## src/rtl/uart_cmd_pkg.sv

```systemverilog
// rtl/uart_cmd_pkg.sv - opcodes, frame lengths, FSM states and frame byte mux for the UART command master
package uart_cmd_pkg;

    localparam logic [7:0] CMD_WR   = 8'h01;
    localparam logic [7:0] CMD_RD   = 8'h02;
    localparam logic [7:0] ACK_BYTE = 8'hA5;

    localparam logic [2:0] WR_TX_BYTES  = 3'd6;
    localparam logic [2:0] RD_TX_BYTES  = 3'd4;
    localparam logic [1:0] WR_RSP_BYTES = 2'd1;
    localparam logic [1:0] RD_RSP_BYTES = 2'd2;

    typedef enum logic [1:0] {
        ST_IDLE,
        ST_SEND,
        ST_WAIT_RSP,
        ST_DONE
    } state_t;

    // Request frame byte by index: opcode, address MSB first, then write data MSB first.
    function automatic logic [7:0] frame_byte(
        input logic        wr,
        input logic [23:0] addr,
        input logic [15:0] wdata,
        input logic [2:0]  idx
    );
        logic [7:0] b;
        case (idx)
            3'd0:    b = wr ? CMD_WR : CMD_RD;
            3'd1:    b = addr[23:16];
            3'd2:    b = addr[15:8];
            3'd3:    b = addr[7:0];
            3'd4:    b = wdata[15:8];
            default: b = wdata[7:0];
        endcase
        return b;
    endfunction

endpackage

```

## src/rtl/uart_byte_rx.sv

```systemverilog
// rtl/uart_byte_rx.sv - 8N1 UART byte receiver with input synchronizer and mid-bit sampling
module uart_byte_rx #(
    parameter int BAUD_DIV = 434
) (
    input  logic       clk_i,
    input  logic       rst_i,
    input  logic       rxd_i,
    output logic       start_o,
    output logic       busy_o,
    output logic       byte_valid_o,
    output logic [7:0] byte_data_o,
    output logic       frame_err_o
);

    localparam int CW = (BAUD_DIV > 2) ? $clog2(BAUD_DIV) : 2;
    localparam logic [CW-1:0] FULL_LAST = CW'(BAUD_DIV - 1);
    localparam logic [CW-1:0] HALF_LAST = CW'(BAUD_DIV / 2 - 1);

    typedef enum logic [1:0] {RX_HUNT, RX_START, RX_DATA, RX_STOP} rx_state_t;

    rx_state_t   state_q;
    logic        sync1_q, sync2_q, prev_q;
    logic [CW-1:0] cnt_q;
    logic [2:0]  bit_q;
    logic [7:0]  data_q;
    logic        valid_q, ferr_q;
    logic        fall;

    assign fall         = prev_q & ~sync2_q;
    assign start_o      = (state_q == RX_HUNT) & fall;
    assign busy_o       = (state_q != RX_HUNT);
    assign byte_valid_o = valid_q;
    assign byte_data_o  = data_q;
    assign frame_err_o  = ferr_q;

    always_ff @(posedge clk_i or posedge rst_i) begin
        if (rst_i) begin
            sync1_q <= 1'b1;
            sync2_q <= 1'b1;
            prev_q  <= 1'b1;
            state_q <= RX_HUNT;
            cnt_q   <= '0;
            bit_q   <= '0;
            data_q  <= '0;
            valid_q <= 1'b0;
            ferr_q  <= 1'b0;
        end else begin
            sync1_q <= rxd_i;
            sync2_q <= sync1_q;
            prev_q  <= sync2_q;
            valid_q <= 1'b0;
            case (state_q)
                RX_HUNT: begin
                    if (fall) begin
                        state_q <= RX_START;
                        cnt_q   <= '0;
                    end
                end
                RX_START: begin
                    // A start bit that is high again at mid-bit was a glitch.
                    if (cnt_q == HALF_LAST) begin
                        cnt_q   <= '0;
                        bit_q   <= '0;
                        state_q <= sync2_q ? RX_HUNT : RX_DATA;
                    end else begin
                        cnt_q <= cnt_q + 1'b1;
                    end
                end
                RX_DATA: begin
                    if (cnt_q == FULL_LAST) begin
                        cnt_q  <= '0;
                        data_q <= {sync2_q, data_q[7:1]};
                        bit_q  <= bit_q + 1'b1;
                        if (bit_q == 3'd7) begin
                            state_q <= RX_STOP;
                        end
                    end else begin
                        cnt_q <= cnt_q + 1'b1;
                    end
                end
                default: begin
                    if (cnt_q == FULL_LAST) begin
                        cnt_q   <= '0;
                        valid_q <= 1'b1;
                        ferr_q  <= ~sync2_q;
                        state_q <= RX_HUNT;
                    end else begin
                        cnt_q <= cnt_q + 1'b1;
                    end
                end
            endcase
        end
    end

endmodule

```

## src/rtl/uart_cmd_master.sv

```systemverilog
// rtl/uart_cmd_master.sv - turns read/write requests into UART command frames and checks the response
module uart_cmd_master #(
    parameter int CLK_FREQ       = 50000000,
    parameter int BAUD           = 115200,
    parameter int TIMEOUT_CYCLES = 5000000
) (
    input  logic        sys_clk,
    input  logic        sys_rst,
    input  logic        cmd_valid,
    output logic        cmd_ready,
    input  logic        cmd_wr,
    input  logic [23:0] cmd_addr,
    input  logic [15:0] cmd_wdata,
    output logic        rsp_valid,
    output logic [15:0] rsp_rdata,
    output logic        rsp_err,
    output logic        busy,
    output logic        uart_txd,
    input  logic        uart_rxd
);

    import uart_cmd_pkg::*;

    localparam int BAUD_DIV = CLK_FREQ / BAUD;
    localparam int BW = (BAUD_DIV > 2) ? $clog2(BAUD_DIV) : 2;
    localparam logic [BW-1:0] BAUD_LAST = BW'(BAUD_DIV - 1);
    localparam int TW = $clog2(TIMEOUT_CYCLES + 1);
    localparam logic [TW-1:0] TO_LAST = TW'(TIMEOUT_CYCLES - 1);

    state_t        state_q;
    logic          txd_q, ready_q, busy_q;
    logic          rsp_valid_q, rsp_err_q;
    logic [15:0]   rsp_rdata_q;
    logic          wr_q;
    logic [23:0]   addr_q;
    logic [15:0]   wdata_q;
    logic [BW-1:0] baud_cnt_q;
    logic [3:0]    bit_idx_q;
    logic [2:0]    byte_idx_q;
    logic [1:0]    rsp_cnt_q;
    logic [7:0]    rdata_hi_q;
    logic [TW-1:0] to_cnt_q;

    logic       rx_start, rx_busy, rx_valid, rx_ferr;
    logic [7:0] rx_data;

    logic [7:0] cur_byte;
    logic [2:0] last_byte;
    logic [1:0] rsp_need;
    logic       rx_active, timeout_hit;
    logic       fin_d, fin_err_d;
    logic [15:0] fin_data_d;

    uart_byte_rx #(.BAUD_DIV(BAUD_DIV)) u_rx (
        .clk_i       (sys_clk),
        .rst_i       (sys_rst),
        .rxd_i       (uart_rxd),
        .start_o     (rx_start),
        .busy_o      (rx_busy),
        .byte_valid_o(rx_valid),
        .byte_data_o (rx_data),
        .frame_err_o (rx_ferr)
    );

    assign cmd_ready = ready_q;
    assign busy      = busy_q;
    assign rsp_valid = rsp_valid_q;
    assign rsp_err   = rsp_err_q;
    assign rsp_rdata = rsp_rdata_q;
    assign uart_txd  = txd_q;

    // A start bit seen this cycle beats a timeout expiring this cycle.
    assign rx_active   = rx_start | rx_busy;
    assign timeout_hit = ~rx_active & (to_cnt_q == TO_LAST);

    always_comb begin
        cur_byte   = frame_byte(wr_q, addr_q, wdata_q, byte_idx_q);
        last_byte  = (wr_q ? WR_TX_BYTES : RD_TX_BYTES) - 3'd1;
        rsp_need   = wr_q ? WR_RSP_BYTES : RD_RSP_BYTES;
        fin_d      = 1'b0;
        fin_err_d  = 1'b0;
        fin_data_d = 16'h0000;
        if (state_q == ST_WAIT_RSP) begin
            if (rx_valid) begin
                if (rx_ferr) begin
                    fin_d     = 1'b1;
                    fin_err_d = 1'b1;
                end else if (rsp_cnt_q == rsp_need - 2'd1) begin
                    fin_d      = 1'b1;
                    fin_err_d  = wr_q && (rx_data != ACK_BYTE);
                    fin_data_d = wr_q ? 16'h0000 : {rdata_hi_q, rx_data};
                end
            end else if (timeout_hit) begin
                fin_d     = 1'b1;
                fin_err_d = 1'b1;
            end
        end
    end

    always_ff @(posedge sys_clk or posedge sys_rst) begin
        if (sys_rst) begin
            state_q     <= ST_IDLE;
            txd_q       <= 1'b1;
            ready_q     <= 1'b1;
            busy_q      <= 1'b0;
            rsp_valid_q <= 1'b0;
            rsp_err_q   <= 1'b0;
            rsp_rdata_q <= '0;
            wr_q        <= 1'b0;
            addr_q      <= '0;
            wdata_q     <= '0;
            baud_cnt_q  <= '0;
            bit_idx_q   <= '0;
            byte_idx_q  <= '0;
            rsp_cnt_q   <= '0;
            rdata_hi_q  <= '0;
            to_cnt_q    <= '0;
        end else begin
            case (state_q)
                ST_IDLE: begin
                    if (cmd_valid) begin
                        wr_q       <= cmd_wr;
                        addr_q     <= cmd_addr;
                        wdata_q    <= cmd_wdata;
                        state_q    <= ST_SEND;
                        ready_q    <= 1'b0;
                        busy_q     <= 1'b1;
                        txd_q      <= 1'b0;
                        baud_cnt_q <= '0;
                        bit_idx_q  <= '0;
                        byte_idx_q <= '0;
                    end
                end
                ST_SEND: begin
                    if (baud_cnt_q == BAUD_LAST) begin
                        baud_cnt_q <= '0;
                        if (bit_idx_q == 4'd9) begin
                            if (byte_idx_q == last_byte) begin
                                state_q   <= ST_WAIT_RSP;
                                txd_q     <= 1'b1;
                                rsp_cnt_q <= '0;
                                to_cnt_q  <= '0;
                            end else begin
                                byte_idx_q <= byte_idx_q + 3'd1;
                                bit_idx_q  <= '0;
                                txd_q      <= 1'b0;
                            end
                        end else begin
                            bit_idx_q <= bit_idx_q + 4'd1;
                            txd_q     <= (bit_idx_q == 4'd8) ? 1'b1 : cur_byte[bit_idx_q[2:0]];
                        end
                    end else begin
                        baud_cnt_q <= baud_cnt_q + 1'b1;
                    end
                end
                ST_WAIT_RSP: begin
                    to_cnt_q <= (rx_active || rx_valid) ? '0 : to_cnt_q + 1'b1;
                    if (fin_d) begin
                        state_q     <= ST_DONE;
                        rsp_valid_q <= 1'b1;
                        rsp_err_q   <= fin_err_d;
                        rsp_rdata_q <= fin_err_d ? 16'h0000 : fin_data_d;
                    end else if (rx_valid) begin
                        rdata_hi_q <= rx_data;
                        rsp_cnt_q  <= rsp_cnt_q + 2'd1;
                    end
                end
                default: begin
                    rsp_valid_q <= 1'b0;
                    state_q     <= ST_IDLE;
                    ready_q     <= 1'b1;
                    busy_q      <= 1'b0;
                end
            endcase
        end
    end

endmodule
```

## config.mk

```make
export PLATFORM = sky130hd
export DESIGN_NAME = uart_cmd_master
export DESIGN_NICKNAME = d
export VERILOG_FILES = /design/src/rtl/uart_cmd_pkg.sv /design/src/rtl/uart_byte_rx.sv /design/src/rtl/uart_cmd_master.sv
export SDC_FILE = /design/constraint.sdc
export NUM_CORES = 1
export LEC_CHECK = 0
export ABC_AREA = 1
export CAP_MARGIN = 15
export CORE_ASPECT_RATIO = 0.9
export CORE_UTILIZATION = 40
export DETAILED_ROUTE_END_ITERATION = 12
export MAX_ROUTING_LAYER = met4
export PLACE_DENSITY_LB_ADDON = 0.3
export SYNTH_ARGS = -nofsm -noshare
export SYNTH_HDL_FRONTEND = slang
export SYNTH_SLANG_ARGS = --single-unit
```

## constraint.sdc

```tcl
create_clock -name sys_clk -period 6.15 [get_ports sys_clk]
set_input_delay 1.23 -clock sys_clk [delete_from_list [all_inputs] [get_ports sys_clk]]
set_output_delay 1.23 -clock sys_clk [all_outputs]
set_load 0.02 [all_outputs]
```

Yosys cells after proc, flatten, opt, wreduce, memory -nomap -nowiden
Cells that the tools add are included.
{"block": "op_classes", "n_bitwise": 10, "add_sub_neg": 9, "n_mux": 77, "n_reduce_logical": 29, "eq_ne": 31, "magnitude_cmp": 1}
{"op": "$mux 23", "n": 4}
{"op": "$mux 16", "n": 5}
{"op": "$pmux 23 s2", "n": 1}
{"op": "$mux 9", "n": 5}
{"op": "$pmux 8 s5", "n": 1}
{"op": "$mux 2", "n": 19}
{"op": "$pmux 9 s2", "n": 2}
{"op": "$add 23x1->23 const B", "n": 1}
{"op": "$eq 23x23->1 const B", "n": 1}
{"op": "$mux 1", "n": 19}
{"op": "$add 9x1->9 const B", "n": 2}
{"op": "$eq 9x9->1 const B", "n": 2}
{"op": "$mux 3", "n": 6}
{"op": "$mux 4", "n": 4}
{"op": "$reduce_and 5->1", "n": 3}
{"op": "$ne 2x2->1 const B", "n": 7}
{"op": "$reduce_and 2->1", "n": 7}
{"op": "$pmux 2 s3", "n": 2}
{"op": "$pmux 3 s2", "n": 2}
{"op": "$ne 2x1->1 const B", "n": 5}
{"op": "$eq 9x8->1 const B", "n": 1}
{"op": "$reduce_and 3->1", "n": 3}
{"op": "$eq 4x4->1 const B", "n": 2}
{"op": "$ne 8x8->1 const B", "n": 1}
{"op": "other kinds (31)", "n": 52}
{"block": "word_totals", "elab_cells": 182, "input_bits": 45, "output_inout_bits": 21, "reg_bits": 140}

Depth between registers and ports, before layout
Gate-level depths: netlist of run 1.
{"block": "logic_depth", "ltp_word": 11, "depth_mapped": 14, "depth_no_buf": 14}

Hierarchy
From an unflattened synthesis of run 1, not the netlist that was laid out.
{"block": "unflattened", "hier_cells": 896, "area_unflattened_um2": 7569.8}
{"mod": "uart_cmd_master", "seq_area_each_um2": 2830.2, "instances": 1, "cells_each": 734, "area_per_inst_um2": 6199.7}
{"mod": "uart_byte_rx", "seq_area_each_um2": 679.4, "instances": 1, "cells_each": 162, "area_per_inst_um2": 1370.1}

Worst setup path before layout of run 1
Ideal clock, no wire load.
{"block": "synth_timing", "kind": "input to register", "startpoint": "in cmd_valid", "endpoint": "reg bit_idx_q[0]", "required_time_ns": 6.011, "setup_time_ns": 0.139, "n_path_buf": 0, "t_arrival_ns": 2.116, "setup_slack_ns": 3.895, "path_stages": 6, "path_cell_list": "nor2_1 -> inv_1 -> nand2_1 -> inv_1 -> a22oi_1 -> o21ai_0"}
{"block": "synth_via", "elab_chain_len": 2}
{"element": "start, declared", "line_no": "uart_cmd_master.sv:9", "text": "input logic cmd_valid,"}
{"element": "$ne 2x2->1 (no source line)"}
{"element": "$reduce_and 4->1 (no source line)"}
{"element": "end signal, assigned", "line_no": "uart_cmd_master.sv:149", "text": "bit_idx_q <= bit_idx_q + 4'd1;"}
{"element": "end, declared", "line_no": "uart_cmd_master.sv:38", "text": "logic [3:0] bit_idx_q;"}
No other way between the ends.
A chain may end at the register's enable or synchronous reset.

Worst setup path in the final report of run 1
{"block": "layout_timing", "startpoint": "reg txd_q, in the netlist uart_txd", "endpoint": "out uart_txd"}
{"element": "start, declared", "line_no": "uart_cmd_master.sv:31", "text": "logic txd_q, ready_q, busy_q;"}
{"element": "start signal, assigned", "line_no": "uart_cmd_master.sv:150", "text": "txd_q <= (bit_idx_q == 4'd8) ? 1'b1 : cur_byte[bit_idx_q[2:0]];"}
{"element": "end, declared", "line_no": "uart_cmd_master.sv:18", "text": "output logic uart_txd,"}
No word-level cell between the ends.

==> impl_metrics.yaml, run 1 <==
pwr:
  p_leak_nw: 4.00
  power_density_mw_per_mm2: 402
  ir_worst_vdd_mv: 0.172
route:
  wirelength_um: 15600
  initialDrtViolationCount: 493
  wire_per_inst_um: 13.3
  dr.pass1.iters: 5
  post-route-drc-count: 0
  num_vias: 5784
  vias_per_cell: 4.94
  ant_nets: 0
critical_path:
  cp_top_family: "buffers and inverters"
  worstSetupEndpoint: "uart_txd"
  endpoint_kind: "output port"
  worst-path-max-fanout: 2
  reg2reg_depth: 11
  worst-setup-path-type: "register to output port"
  path_depth: 1
  rr_startpoint: "u_rx.state_q[1]$_DFFE_PP0P_"
  critPathBufInv: 1
  reg2reg_to: "rsp_cnt_q[1]$_DFFE_PP0P_"
  cp.arrival_ns: 1.55
  cp.required_ns: 4.92
  max_stage_delay_ns: 0.60
  worst_path_max_delay_cell: "clkdlybuf4s50_1"
  reg2reg_slack_ns: 3.63
  cp_cell_sequence: "clkdlybuf4s50_1"
  cp-start-kind: "register"
  worstSetupStartpoint: "uart_txd$_DFFE_PP1P_"
synthesis:
  synth-edff-count: 0
  ys.flop_type: "dfrtp_1"
  synthArstFlopShare_pct: 100
  synthTopCellsByArea: "dfrtp_1 (47%), nand2_1 (12%), mux2_2 (6.1%)"
  ys.warnings.count: 0
  avgSynthCellArea_um2: 8.42
  netlist.area_leader.share_pct: 47.1
  synthCells: 851
  ys_ff_latch: 140
  ys_seq_area_share_pct: 49.0
  syn_nets: 916
  yosysTopAreaCell: "dfrtp_1"
  syn-cell-area_mm2: 0.00717
  ys_types: 41
layout:
  final_cells: 1171
  multiInputGateArea_mm2: 0.00324
  final_core_util_pct: 49.5
  diodes: 0
  layout.nets: 983
  final_layout_size_suffix_gt1_share_pct: 10.5
  ff_latch_area_mm2: 0.00351
  nFillCells: 1689
  area_growth_pct: 21.1
  final_area_mm2: 0.00868
  mostFrequentLayoutCell: "nand2_1"
  layout_common_cells: "nand2_1 (227), dfrtp_1 (135), inv_1 (80), nand3_1 (78), nor2_1 (73)"
clock_tree:
  clk_latency_ns: 0.42
  holdBufCountCts: 0
  cts_tree: "built"
  clk_pin_slew_ns: 0.06
  cts_max_level: 4
  clkSinkCount: 140
  numCtsBuffers: 17
  clk_path_buf_depth: 2
  cts_root_buffer: "clkbuf_16"
  ctsResizeCount: 0
  post_cts_buffers: 0
placed_design:
  postPlaceCellArea_mm2: 0.00804
  dp_cells: 1139
  hpwlAfterDp_um: 11000
  io_buffers: 65
  place_congestion: 0.873
floorplanning:
  dieWidth_um: 143
  ios: 66
  rows: 46
  initial_core_util_pct: 40.8
  die_y_um: 129
  die-area_mm2: 0.0185
  core_mm2: 0.0176
global_routing:
  grt_max_degree: 88
  overflow: 0
  groute.usage.overall_pct: 18.9
  antenna_found_initial: 0
  grt_pass1_wl_um: 26600
  grt_pass1_vias: 5447
timing:
  slew_violations: 0
  setup_viol: 0
  max_slew_margin_pct: 31.6
  period_share_pct: 45.1
  tns_ns: 0
  fin_worst_skew_ns: 0.00669
  rsz0062_at_grt: "false"
  timing.fmax_mhz: 360
  worst_pin_slew_ns: 1.02
  layout_min_cycle_time_ns: 2.78
  hold_viol_final: 0
outcome:
  outcome: "completed"
flow_run:
  max-cap-violations: 0
min_path:
  hp-class: "register to register"
## synthesized netlist by cell type (2+ instances only)
library cell / count
mux2_2: 39
nand4_1: 31
nand2_2: 3
inv_2: 2
buf_2: 3
nand2_1: 228
buf_4: 2
ha_1: 20
nor2_1: 73
o21ai_1: 4
nor3_1: 18
xor2_1: 6
a31oi_1: 2
a21oi_1: 27
o21ai_0: 46
o21a_1: 5
inv_1: 81
dfstp_2: 5
nand3b_1: 3
dfrtp_1: 135
clkbuf_1: 10
nand3_1: 78
or2_2: 4
xnor2_1: 3
nor2_4: 2
nor2_2: 3
buf_6: 3
nor3b_1: 2
## power by group
| group | switching [mW] | leakage, nW | internal [mW] | total (mW) |
|---|---|---|---|---|
| Clock | 0.385 | 0.308 | 0.721 | 1.11 |
| Combinational | 0.709 | 1.86 | 0.412 | 1.12 |
| Sequential | 0.137 | 1.83 | 1.13 | 1.26 |
## state kept, by name (all words and copies together), names as in the netlist, 4 cells and up
signal	cells
rdata_hi_q	8
bit_idx_q	4
rsp_rdata	16
u_rx.byte_data_o	8
wdata_q	16
addr_q	24
baud_cnt_q	9
to_cnt_q	23
u_rx.cnt_q	9
## logic make-up (layout without fill, tap and decap cells)
| logic type | Yosys count | count (layout) | synth area share [%] |
|---|---|---|---|
| mux | 39 | 39 | 6.13 |
| xor+xnor | 9 | 9 | 1.10 |
| flops | 140 | 140 | 49.0 |
| buf+inv | 102 | 182 | 5.81 |
| fa+ha+maj | 20 | 20 | 3.49 |
| simple gates | 448 | 448 | 27.4 |
| compound gates | 93 | 93 | 7.14 |
## layout make-up
class	count	share of cell area (%)
Clock buffer	22	5.58
Multi-Input combinational cell	609	37.4
Sequential cell	140	40.4
Tap cell	240	3.46
Timing Repair Buffer	67	7.67
Inverter	83	3.65
Clock inverter	10	1.86
## per-stage QoR
step	power [mW]	hold WS, ns	worst slack, ns
3_5_place_dp	2.39	0.351	3.08
3_3_place_gp	2.36	0.355	3.10
5_1_grt	3.73	0.369	3.21
4_1_cts	3.51	0.360	3.35
6_report	3.49	0.359	3.37
2_1_floorplan	2.11	0.345	1.18
## worst min path at each step
stage                                      start                     end  slack [ns]  cells past startpoint
after floorplan           u_rx.sync1_q$_DFF_PP1_  u_rx.sync2_q$_DFF_PP1_        0.35                      0
after global placement    u_rx.sync1_q$_DFF_PP1_  u_rx.sync2_q$_DFF_PP1_        0.36                      0
after detailed placement  u_rx.sync1_q$_DFF_PP1_  u_rx.sync2_q$_DFF_PP1_        0.35                      0
after CTS                 u_rx.sync1_q$_DFF_PP1_  u_rx.sync2_q$_DFF_PP1_        0.36                      0
after global routing      u_rx.sync1_q$_DFF_PP1_  u_rx.sync2_q$_DFF_PP1_        0.37                      0
final                     u_rx.sync1_q$_DFF_PP1_  u_rx.sync2_q$_DFF_PP1_        0.36                      0
## metal layers
metal  vias to the layer above  share of wire, %  GRT usage [%]
li1                       2947                 -              -
met1                      2719                51           26.4
met2                       107                45           27.9
met3                        11               3.6           3.76
met4                         0              0.86           5.31
met5                         -                 0              -
No activity file was read; power rests on OpenSTA's default activity.
==> inputs of run 2 (changes only) <==
Clock period 6.15 ns to 2.7 ns, I/O delays scaled along.
==> run 2 against run 1 <==
Sequential share of layout area decreased by 0.34 points. Global-route usage increased by 0.061 points. Power increased by 120%. Critical path depth increased by 10. Register-to-register slack got worse by 3.2 ns. Critical endpoint is now rdata_hi_q[3]$_DFFE_PP0P_.
==> impl_metrics.yaml, run 2 (synthesis results as in run 1) <==
outcome:
  outcome: "completed"
layout:
  final_area_mm2: 0.00875
  multiInputGateArea_mm2: 0.00324
  layout_common_cells: "nand2_1 (227), dfrtp_1 (135), inv_1 (80), nand3_1 (78), nor2_1 (73)"
  top_regs: "addr_q (24), to_cnt_q (23)"
  largest_reg_flops: 24
  nFillCells: 1658
  layout.nets: 996
  area_growth_pct: 22.2
  regMostFlops: "addr_q"
  final_layout_size_suffix_gt1_share_pct: 11.8
  diodes: 0
  mostFrequentLayoutCell: "nand2_1"
  final_core_util_pct: 49.9
  ff_latch_area_mm2: 0.00351
global_routing:
  grt_max_degree: 75
  grt_pass1_vias: 5520
  grt_pass1_wl_um: 26600
  antenna_found_initial: 0
  groute.usage.overall_pct: 19.0
  overflow: 0
clock_tree:
  holdBufCountCts: 0
  numCtsBuffers: 17
  cts_root_buffer: "clkbuf_16"
  clk_latency_ns: 0.42
  clk_pin_slew_ns: 0.06
  cts_tree: "built"
  cts_max_level: 4
  post_cts_buffers: 0
  ctsResizeCount: 0
  clkSinkCount: 140
  clk_path_buf_depth: 2
route:
  dr.pass1.iters: 5
  initialDrtViolationCount: 498
  num_vias: 5950
  post-route-drc-count: 0
  ant_nets: 0
  wirelength_um: 15700
  vias_per_cell: 5.03
  wire_per_inst_um: 13.2
min_path:
  hp-class: "register to register"
  holdCritStartpoint: "u_rx.sync1_q$_DFF_PP1_"
critical_path:
  critPathBufInv: 1
  worstSetupStartpoint: "u_rx.state_q[1]$_DFFE_PP0P_"
  endpoint_kind: "register"
  cp_cell_sequence: "inv_1 -> ha_1 -> a21boi_2 -> nand4_1 -> nor2_1 -> nand2_1 -> nand2_2 -> nand2_1 -> nand3_1 -> nand2_1 -> nand2_1"
  max_stage_delay_ns: 0.39
  worst_path_max_delay_cell: "dfrtp_1"
  cp-start-kind: "register"
  cp.required_ns: 3.06
  rr_startpoint: "u_rx.state_q[1]$_DFFE_PP0P_"
  cp.arrival_ns: 2.59
  worst-setup-path-type: "register to register"
  cpMostUsedCell: "nand2_1"
  worst-path-max-fanout: 11
  cp_top_family: "simple AND/OR/NAND/NOR gates"
placed_design:
  io_buffers: 65
  place_congestion: 0.910
  hpwlAfterDp_um: 11400
  postPlaceCellArea_mm2: 0.00816
  dp_slack_ns: 0.492
timing:
  holdWs_ns: 0.361
  hold_viol_final: 0
  layout_min_cycle_time_ns: 2.22
  max_slew_margin_pct: 65.9
  slew_violations: 0
  period_share_pct: 82.4
  setup_slack_ns: 0.476
  setup_viol: 0
  tns_ns: 0
  fin_worst_skew_ns: 0.00632
  worst_pin_slew_ns: 0.510
  timing.fmax_mhz: 450
  rsz0062_at_grt: "false"
pwr:
  combPwrFrac_pct: 33.8
  p_sw_mw: 2.79
  power_frac_seq_pct: 36.6
  p_int_mw: 5.03
  clockPowerShare_pct: 29.6
  ir_worst_vdd_mv: 0.428
  p_leak_nw: 4.04
  p_sw_share_pct: 35.7
  power_density_mw_per_mm2: 894
floorplanning:
  rows: 46
  initial_core_util_pct: 40.8
  die-area_mm2: 0.0185
  dieWidth_um: 143
  ios: 66
  core_mm2: 0.0176
  die_y_um: 129
flow_run:
  max-cap-violations: 0
==> run 2: metal layers <==
metal | up-vias | part of all wire, % | GRT usage [%]
li1 | 2974 | - | -
met1 | 2837 | 50 | 26.5
met2 | 126 | 45 | 27.4
met3 | 13 | 4.5 | 4.54
met4 | 0 | 1.0 | 5.12
met5 | - | 0 | -
==> run 2: final cells by class <==
class / instances / share of cell area, %
Timing Repair Buffer: 80 / 9.00
Inverter: 83 / 3.60
Tap cell: 240 / 3.43
Multi-Input combinational cell: 609 / 37.0
Clock inverter: 10 / 1.30
Sequential cell: 140 / 40.1
Clock buffer: 22 / 5.53
==> run 2: through the flow <==
stage | std cells | power (mW)
final | 1184 | 7.83
after global routing | 1184 | 8.39
after CTS | 1184 | 7.88
after detailed placement | 1152 | 5.53
after global placement | 1152 | 5.48
after floorplan | 851 | 4.80
==> run 2: worst paths after layout <==
path,slack [ns],cells past startpoint,end
worst max register to register,0.48,11,rdata_hi_q[3]$_DFFE_PP0P_
min in group asynchronous,0.41,2,rsp_rdata[13]$_DFFE_PP0P_
worst max-delay path,0.48,11,rdata_hi_q[3]$_DFFE_PP0P_
worst min-delay path,0.36,0,u_rx.sync2_q$_DFF_PP1_
worst min register to register,0.36,0,u_rx.sync2_q$_DFF_PP1_
max in group asynchronous,1.60,3,u_rx.byte_data_o[6]$_DFFE_PP0P_
==> run 2: power by group through the flow <==
stage	logic, mW	registers, mW	clock network [mW]
floorplan	1.96	2.84	0
global placement	2.60	2.88	0
detailed placement	2.63	2.90	0
CTS	2.65	2.86	2.36
global route	2.98	2.93	2.47
finish	2.64	2.87	2.32
==> inputs of run 3 (changes only) <==
Clock period 2.7 ns to 2 ns, I/O delays scaled along.
==> run 3 against run 2 <==
Critical path depth is 10 lower. Largest power group is now combinational cells. Critical path type is now register to output port. Clock power is 47% higher. Sequential power is 35% higher. Worst hold slack worse by 0.061 ns. Sequential share of layout area is 2.2 points lower. Clock skew is 0.0059 ns higher. Flip-flop and latch count stayed put. Combinational power is 63% higher. Core utilization is 2.9 points higher. Final area is 5.8% higher. Die area stayed put. Final cell count is 3.3% higher. Critical endpoint is now cmd_ready.
==> impl_metrics.yaml, run 3 (synthesis results as in run 1) <==
outcome:
  outcome: "completed"
critical_path:
  worst-setup-path-type: "register to output port"
  critPathBufInv: 1
  endpoint_kind: "output port"
  worst-path-max-fanout: 2
  cp-start-kind: "register"
  cp.arrival_ns: 1.54
  cp_top_family: "buffers and inverters"
  worst_path_max_delay_cell: "clkdlybuf4s50_1"
  max_stage_delay_ns: 0.60
  cp.required_ns: 1.60
  cp_cell_sequence: "clkdlybuf4s50_1"
floorplanning:
  die-area_mm2: 0.0185
  rows: 46
  die_y_um: 129
  ios: 66
  dieWidth_um: 143
  core_mm2: 0.0176
  initial_core_util_pct: 40.8
clock_tree:
  clk_latency_ns: 0.43
  clkSinkCount: 140
  cts_root_buffer: "clkbuf_16"
  cts_max_level: 4
  holdBufCountCts: 0
  numCtsBuffers: 17
  clk_path_buf_depth: 2
  cts_tree: "built"
  clk_pin_slew_ns: 0.06
layout:
  final_layout_size_suffix_gt1_share_pct: 17.8
  ff_latch_area_mm2: 0.00351
  layout_common_cells: "nand2_1 (224), dfrtp_1 (133), nand3_1 (76), inv_1 (75), nor2_1 (68)"
  largest_reg_flops: 24
  multiInputGateArea_mm2: 0.00334
  nFillCells: 1586
  regMostFlops: "addr_q"
  final_cells: 1223
  area_growth_pct: 29.3
  diodes: 0
  final_core_util_pct: 52.8
  top_regs: "addr_q (24), to_cnt_q (23)"
  final_area_mm2: 0.00926
  layout.nets: 1035
  mostFrequentLayoutCell: "nand2_1"
placed_design:
  postPlaceCellArea_mm2: 0.00847
  dp_slack_ns: -0.0114
  io_buffers: 65
  hpwlAfterDp_um: 12200
  dp_cells: 1185
  place_congestion: 0.898
timing:
  period_share_pct: 97.2
  setup_slack_ns: 0.0567
  tns_ns: 0
  worst_pin_slew_ns: 0.382
  setup_viol: 0
  hold_viol_final: 0
  fin_worst_skew_ns: 0.0123
  timing.fmax_mhz: 515
  max_slew_margin_pct: 74.3
  slew_violations: 0
  holdWs_ns: 0.299
  layout_min_cycle_time_ns: 1.94
route:
  ant_nets: 0
  vias_per_cell: 4.95
  dr.pass1.iters: 5
  initialDrtViolationCount: 422
  post-route-drc-count: 0
  wire_per_inst_um: 13.7
  wirelength_um: 16800
  num_vias: 6058
global_routing:
  use_met3_pct: 3.65
  overflow: 0
  met2_usage_pct: 29.4
  antenna_found_initial: 0
  grt_max_degree: 43
  use_met1_pct: 27.4
  grt_pass1_vias: 5771
  groute.usage.overall_pct: 20.0
  grt_pass1_wl_um: 28000
  busiest_layer: "met2"
pwr:
  power_density_mw_per_mm2: 1250
  p_leak_nw: 4.29
  ir_worst_vdd_mv: 0.709
  total_power_mw: 11.6
flow_run:
  max-cap-violations: 0
min_path:
  hp-class: "input port to async pin"
run 3: cell count changes in the layout (fill, tap and decap cells not counted), sizes merged:
cell and delta:
buf +39, bufinv +2, clkbuf -2, clkdlybuf4s50 -1, clkinvlp -1, dlymetal6s2s +1
inv +1
run 3: path summary, 6_finish.rpt:
path | from | endpoint | slack [ns] | depth (start not counted)
min in group sys_clk | u_rx.sync1_q$_DFF_PP1_ | u_rx.sync2_q$_DFF_PP1_ | 0.35 | 0
max in group asynchronous | sys_rst | to_cnt_q[12]$_DFFE_PP0P_ | 1.19 | 3
setup reg to reg | baud_cnt_q[1]$_DFFE_PP0P_ | to_cnt_q[14]$_DFFE_PP0P_ | 0.12 | 11
hold reg to reg | u_rx.sync1_q$_DFF_PP1_ | u_rx.sync2_q$_DFF_PP1_ | 0.35 | 0
hold / removal | sys_rst | rsp_cnt_q[0]$_DFFE_PP0P_ | 0.30 | 2
setup / recovery | cmd_ready$_DFFE_PP1P_ | cmd_ready | 0.06 | 1
run 3: power breakdown:
group,switching (mW),total (mW),internal (mW)
logic,2.43,4.30,1.88
registers,0.408,3.88,3.47
clock network,1.24,3.40,2.16
total,4.07,11.6,7.51
run 3: cell type report:
cell class / count / share of cell area [%]
Sequential cell: 140 / 37.9
Multi-Input combinational cell: 609 / 36.0
Timing Repair Buffer: 119 / 12.4
Clock buffer: 20 / 4.93
Inverter: 83 / 3.47
Tap cell: 240 / 3.24
Clock inverter: 12 / 1.99
run 3: per-layer routing:
layer  wire, um  up-vias
li1           -     3055
met1       8100     2879
met2       7770       99
met3        590       25
met4        306        0
met5          0        -
run 3: what timing repair did:
item                                    CTS  global route
gates resized for setup                   0            36
gates cloned                              0             0
endpoints found under the hold margin     0             0
setup buffers                             0             6
endpoints found under the setup margin    1            55
pin swaps                                 1             5
